$ cat src/rtl/memcpy_pkg.sv
// Shared types and constants for the pattern memcpy engine.
package memcpy_pkg;

  typedef enum logic [2:0] {
    S_IDLE,
    S_CALC,
    S_RD_ADDR,
    S_RD_DATA,
    S_WR_ADDR,
    S_WR_DATA,
    S_WR_RESP,
    S_DONE
  } state_t;

  localparam logic [1:0]  AXI_RESP_OKAY = 2'b00;
  localparam int unsigned PAGE_BYTES    = 4096;

  // bytes per data beat
  function automatic int bpb_of(input int dw);
    return dw / 8;
  endfunction

  // shift that converts bytes to beats
  function automatic int bpb_log2(input int dw);
    return $clog2(dw / 8);
  endfunction

endpackage

$ cat src/rtl/memcpy_burst_buf.sv
// One-burst staging buffer: beat-indexed write port, registered read port.
module memcpy_burst_buf #(
  parameter int DEPTH = 16,
  parameter int DW    = 64,
  parameter int AW    = 4
) (
  input  logic          clk,
  input  logic          rst,
  input  logic          we,
  input  logic [AW-1:0] waddr,
  input  logic [DW-1:0] wdata,
  input  logic          re,
  input  logic [AW-1:0] raddr,
  output logic [DW-1:0] rdata
);

  logic [DW-1:0] mem [DEPTH];

  // storage array, no reset needed
  always_ff @(posedge clk)
    if (we) mem[waddr] <= wdata;

  // read register; cleared so the write data bus idles at zero
  always_ff @(posedge clk or posedge rst)
    if (rst)     rdata <= '0;
    else if (re) rdata <= mem[raddr];

endmodule

$ cat src/rtl/pattern_memcpy_engine.sv
// AXI4 copy engine: read a burst into the local buffer, write it back out,
// repeat until the byte count is exhausted. Bursts never cross 4KB.
module pattern_memcpy_engine
  import memcpy_pkg::*;
#(
  parameter int ADDR_WIDTH = 64,
  parameter int DATA_WIDTH = 64,
  parameter int BURST_MAX  = 16
) (
  input  logic                  clk,
  input  logic                  rst,
  input  logic                  pattern_memcpy_enable,
  input  logic [ADDR_WIDTH-1:0] pattern_source_address,
  input  logic [ADDR_WIDTH-1:0] pattern_target_address,
  input  logic [63:0]           pattern_total_number,
  output logic                  pattern_memcpy_done,
  output logic                  pattern_memcpy_error,
  output logic [ADDR_WIDTH-1:0] m_axi_araddr,
  output logic [7:0]            m_axi_arlen,
  output logic                  m_axi_arvalid,
  input  logic                  m_axi_arready,
  input  logic [DATA_WIDTH-1:0] m_axi_rdata,
  input  logic [1:0]            m_axi_rresp,
  input  logic                  m_axi_rlast,
  input  logic                  m_axi_rvalid,
  output logic                  m_axi_rready,
  output logic [ADDR_WIDTH-1:0] m_axi_awaddr,
  output logic [7:0]            m_axi_awlen,
  output logic                  m_axi_awvalid,
  input  logic                  m_axi_awready,
  output logic [DATA_WIDTH-1:0] m_axi_wdata,
  output logic                  m_axi_wlast,
  output logic                  m_axi_wvalid,
  input  logic                  m_axi_wready,
  input  logic [1:0]            m_axi_bresp,
  input  logic                  m_axi_bvalid,
  output logic                  m_axi_bready
);

  localparam int LB = bpb_log2(DATA_WIDTH);
  localparam int IW = (BURST_MAX > 1) ? $clog2(BURST_MAX) : 1;

  state_t                state, state_nx;
  logic                  en_q, abort, error;
  logic [ADDR_WIDTH-1:0] src, tgt, step_b;
  logic [63:0]           beats_left, len_c;
  logic [7:0]            len_m1, rbeat, wbeat;
  logic [8:0]            len;
  logic [12:0]           src_room, tgt_room;
  logic                  start, r_fire, r_end, w_fire, w_end, b_fire, stop;
  logic                  buf_re;
  logic [IW-1:0]         buf_raddr;

  assign start  = (state == S_IDLE) && pattern_memcpy_enable && !en_q;
  assign stop   = abort || !pattern_memcpy_enable;
  assign len    = {1'b0, len_m1} + 9'd1;
  assign step_b = ADDR_WIDTH'(len) << LB;

  assign r_fire = (state == S_RD_DATA) && m_axi_rvalid;
  assign r_end  = r_fire && (m_axi_rlast || (rbeat == len_m1));
  assign w_fire = (state == S_WR_DATA) && m_axi_wready;
  assign w_end  = w_fire && (wbeat == len_m1);
  assign b_fire = (state == S_WR_RESP) && m_axi_bvalid;

  // beats left before each address reaches its next 4KB page
  assign src_room = (13'(PAGE_BYTES) - {1'b0, src[11:0]}) >> LB;
  assign tgt_room = (13'(PAGE_BYTES) - {1'b0, tgt[11:0]}) >> LB;

  // burst length = min(BURST_MAX, beats_left, src room, tgt room)
  always_comb begin
    len_c = 64'(BURST_MAX);
    if (beats_left < len_c)         len_c = beats_left;
    if (64'(src_room) < len_c)      len_c = 64'(src_room);
    if (64'(tgt_room) < len_c)      len_c = 64'(tgt_room);
  end

  // state register
  always_ff @(posedge clk or posedge rst)
    if (rst) state <= S_IDLE;
    else     state <= state_nx;

  // next state and handshake outputs
  always_comb begin
    state_nx      = state;
    m_axi_arvalid = 1'b0;
    m_axi_rready  = 1'b0;
    m_axi_awvalid = 1'b0;
    m_axi_wvalid  = 1'b0;
    m_axi_wlast   = 1'b0;
    m_axi_bready  = 1'b0;
    pattern_memcpy_done = 1'b0;
    unique case (state)
      S_IDLE:    if (start) state_nx = S_CALC;
      S_CALC: begin
        if (stop)                  state_nx = S_IDLE;
        else if (beats_left == '0) state_nx = S_DONE;
        else                       state_nx = S_RD_ADDR;
      end
      S_RD_ADDR: begin
        m_axi_arvalid = 1'b1;
        if (m_axi_arready) state_nx = S_RD_DATA;
      end
      S_RD_DATA: begin
        m_axi_rready = 1'b1;
        if (r_end) state_nx = S_WR_ADDR;
      end
      S_WR_ADDR: begin
        m_axi_awvalid = 1'b1;
        if (m_axi_awready) state_nx = S_WR_DATA;
      end
      S_WR_DATA: begin
        m_axi_wvalid = 1'b1;
        m_axi_wlast  = (wbeat == len_m1);
        if (w_end) state_nx = S_WR_RESP;
      end
      S_WR_RESP: begin
        m_axi_bready = 1'b1;
        if (m_axi_bvalid) begin
          if (stop)                          state_nx = S_IDLE;
          else if (beats_left != 64'(len))   state_nx = S_CALC;
          else                               state_nx = S_DONE;
        end
      end
      S_DONE: begin
        pattern_memcpy_done = 1'b1;
        if (!pattern_memcpy_enable) state_nx = S_IDLE;
      end
      default: state_nx = S_IDLE;
    endcase
  end

  // copy bookkeeping: addresses, remaining beats, beat counters, sticky error
  always_ff @(posedge clk or posedge rst)
    if (rst) begin
      en_q       <= 1'b0;
      abort      <= 1'b0;
      error      <= 1'b0;
      src        <= '0;
      tgt        <= '0;
      beats_left <= '0;
      len_m1     <= '0;
      rbeat      <= '0;
      wbeat      <= '0;
    end else begin
      en_q <= pattern_memcpy_enable;
      if (start) begin
        src        <= pattern_source_address;
        tgt        <= pattern_target_address;
        beats_left <= pattern_total_number >> LB;
        error      <= 1'b0;
      end
      // a drop of enable mid-copy is remembered until the burst drains
      if (state == S_IDLE)                                 abort <= 1'b0;
      else if (!pattern_memcpy_enable && state != S_DONE)  abort <= 1'b1;
      if (state == S_CALC) begin
        len_m1 <= 8'(len_c - 64'd1);
        rbeat  <= '0;
        wbeat  <= '0;
      end
      if (r_fire) begin
        rbeat <= rbeat + 8'd1;
        if (m_axi_rresp != AXI_RESP_OKAY) error <= 1'b1;
      end
      if (w_fire) wbeat <= wbeat + 8'd1;
      if (b_fire) begin
        src        <= src + step_b;
        tgt        <= tgt + step_b;
        beats_left <= beats_left - 64'(len);
        if (m_axi_bresp != AXI_RESP_OKAY) error <= 1'b1;
      end
    end

  // read side prefetches one beat ahead so wdata is ready when wvalid rises
  assign buf_re    = (state == S_WR_ADDR) || (state == S_WR_DATA);
  assign buf_raddr = IW'(wbeat + 8'(w_fire));

  memcpy_burst_buf #(
    .DEPTH (BURST_MAX),
    .DW    (DATA_WIDTH),
    .AW    (IW)
  ) u_buf (
    .clk   (clk),
    .rst   (rst),
    .we    (r_fire),
    .waddr (IW'(rbeat)),
    .wdata (m_axi_rdata),
    .re    (buf_re),
    .raddr (buf_raddr),
    .rdata (m_axi_wdata)
  );

  assign m_axi_araddr         = src;
  assign m_axi_awaddr         = tgt;
  assign m_axi_arlen          = len_m1;
  assign m_axi_awlen          = len_m1;
  assign pattern_memcpy_error = error;

endmodule

$ cat config.mk
export PLATFORM = sky130hd
export DESIGN_NAME = pattern_memcpy_engine
export DESIGN_NICKNAME = d
export VERILOG_FILES = /design/src/rtl/memcpy_pkg.sv /design/src/rtl/memcpy_burst_buf.sv /design/src/rtl/pattern_memcpy_engine.sv
export SDC_FILE = /design/constraint.sdc
export NUM_CORES = 2
export LEC_CHECK = 0
export BUFFER_PORTS_ARGS = -buffer_cell sky130_fd_sc_hd__buf_4
export CAP_MARGIN = 30
export CORE_MARGIN = 2
export CORE_UTILIZATION = 60
export CTS_CLUSTER_SIZE = 25
export DETAILED_ROUTE_END_ITERATION = 10
export PLACE_DENSITY = 0.9
export SKIP_LAST_GASP = 1
export SLEW_MARGIN = 20
export SYNTH_ARGS = -nofsm -noshare
export SYNTH_HDL_FRONTEND = slang
export SYNTH_SLANG_ARGS = --single-unit
$ cat constraint.sdc
create_clock -name clk -period 18.7 [get_ports clk]
set_input_delay 2.805 -clock clk [delete_from_list [all_inputs] [get_ports clk]]
set_output_delay 2.805 -clock clk [all_outputs]
set_load 0.1 [all_outputs]
==> summary.txt <==
P&R area growth vs syn = 16.8%
latest clock arrival within the worst-skew pair = 0.75 ns
CTS tree = done
Max IR drop VDD = 157 uV
Slew HR = 26.8%
worst path required time = 19.35 ns
Slew Limit Fails = 0
I/O pins = 485
Setup-failing EPs final = 0
total grt overflow = 0
CP Launch Type = flip-flop
DP Wirelength = 99.2 mm
EDFF count, synth = 1,024
CORE AREA = 91,800 um^2
commonest non-fill, non-tap cell in the layout = edfxtp_1
remaining antenna violation count after routing = 0
FMAX = 122 MHz
post-DR vias/cell = 7.04
DRC viols = 0
hold buffers post-CTS = 0
setup TNS = 0 ns
pre-CTS WS = 10.68 ns
GP Congestion = 0.963
status = completed
RSZ-0062 raised after global routing = false
syn_area_per_cell = 16.6 um^2
hold path start = beats_left[61]$_DFFE_PP0P_
Yosys top cell by area = edfxtp_1
ys flop type = edfxtp_1
DR WL/cell = 33.8 um
Worst Setup End Kind = flip-flop
ys async rst share = 21.8%
Post-Synthesis Cells = 3,357
IO buf count = 481
#FFs+latches synth = 1,310
first-pass GRT wire length = 253 mm
crit share post-route = 43.9%
number of global-route vias before repair = 36,300
clk buf depth = 3
Worst Path Max Fanout = 19
Seq/Total Area, Yosys = 68.1%
post-CTS sizing = 0
Final Hold Fails = 0
Worst Setup SP = m_axi_araddr[3]$_DFFE_PP0P_
Die Wd = 309 um
final WL = 176 mm
GR Util All Layers = 37.2%
synthesis warning total = 0
fin crit period = 8.20 ns
CP bufs+invs = 0
Hold WC Path Type = reg2reg
Synth area leaders = edfxtp_1, mux4_2, dfrtp_1
Clk pin slew, worst setup/hold paths = 0.06 ns
CP peak stage delay = 0.80 ns
Post-Synth XOR/XNOR Area = 1.13%
slowest stage cell on the critical path = o41ai_4
CP Class = reg2reg
FF-to-FF End = m_axi_arlen[6]$_DFFE_PP0P_
DRT iter0 DRCs = 5,763
Worst R2R Start = m_axi_araddr[3]$_DFFE_PP0P_
Initial Utilization = 60.6%
largest net degree at the start of global routing = 186
vias = 36,600
P_leak = 0.0231 uW
commonest non-fill, non-tap cells in the layout = edfxtp_1, buf_4, mux4_2, dfrtp_1, nand2_1
clock root buffer = clkbuf_16
Row Count = 111
mux cell area share after synthesis = 14.5%
Max Cap Viol = 0
area of the mapped netlist = 55,700 um^2
post-synthesis simple-gate area fraction = 6.83%
total CTS buffers = 131
Reg2Reg Depth = 26
Die Y = 309 um
drt first pass iters = 6
delay-heaviest family, CP = simple AND/OR/NAND/NOR gates
Synth cell types = 79
final worst slack = 10.50 ns
power per cell area = 176 nW/um^2
main combinational cell family by area after synthesis = multiplexers
post-synth top area share = 55.2%
WHS = 0.494 ns
Hold Crit Depth = 1
Post-CTS Setup Bufs = 0
R2R Setup Slk = 10.50 ns
Num Clock Sinks = 1,310
htree depth = 4
Final nets = 4,166
clock skew = 0.0272 ns
Synth Area in Compound Gates = 6.43%
Critical Path AT = 8.85 ns
WHS Endpoint = beats_left[61]$_DFFE_PP0P_
Die Area = 95,200 um^2
initial antenna violation count = 15
layout cells sized above 1 = 29.3%
Post-Synth Adder-Cell Area = 1.32%
slew at the pin closest to its max-slew limit = 1.10 ns
layer usage:
layer  track usage, %  wire [um]
met5                0         69
met4             22.8      12400
met3             8.36      20300
met2             60.8      86600
met1             45.7      56600
worst max-delay path by stage:
stage	endpoint	cells after the start
floorplan	abort$_DFFE_PP0P_	1
global placement	m_axi_arlen[6]$_DFFE_PP0P_	25
detailed placement	m_axi_arlen[6]$_DFFE_PP0P_	26
CTS	m_axi_arlen[6]$_DFFE_PP0P_	26
global route	m_axi_arlen[6]$_DFFE_PP0P_	25
finish	m_axi_arlen[6]$_DFFE_PP0P_	26
kinds of logic after synthesis:
group                    count (synthesis)
AO/OA/AOI/OAI                          512
AND/OR/NAND/NOR                        771
flip-flops                            1310
adder cells (fa/ha/maj)                 57
buffers and inverters                  235
other                                    1
multiplexers                           399
XOR/XNOR                                72
cells in the mapped netlist (all sizes together) (47+ instances only):
cell type / count
dfrtp: 286
nor2: 117
inv: 47
o21ai: 131
nand2: 248
clkbuf: 150
edfxtp: 1024
mux2: 68
mux4: 320
ha: 54
a21oi: 65
o211ai: 58
nand3: 128
nand4: 47
a22oi: 52
nor3: 52
state kept, by name, indices dropped and copies added (netlist names):
name,count
abort,1
beats_left,64
en_q,1
m_axi_araddr,64
m_axi_arlen,8
m_axi_awaddr,64
pattern_memcpy_error,1
rbeat,8
state,3
u_buf.mem,1024
u_buf.rdata,64
wbeat,8
cell type report:
cell class	count	area, um^2
tap	1243	1560
clock buffer	177	3560
antenna	11	27.5
fill	5377	26800
sequential	1310	37900
clock inverter	65	654
multi-input combinational	1816	17000
timing repair buffer	534	4140
inverter	47	184
power by group:
part           leakage, uW  internal [uW]  switching, uW
Clock              0.00204           1450           1210
Sequential          0.0128           3430            426
Combinational      0.00830           1700           3220
Total               0.0231           6570           4850
through the flow:
step	total power, uW	cells	util [%]	area, um^2
2_1_floorplan	7510	3361	-	55700
3_3_place_gp	8530	4940	66.0	60600
4_1_cts	11400	5185	70.7	64900
6_report	11400	5203	70.8	65000
5_1_grt	11800	5201	70.8	65000
3_5_place_dp	8680	4943	66.1	60600
Power figures use the tool's default switching activity.
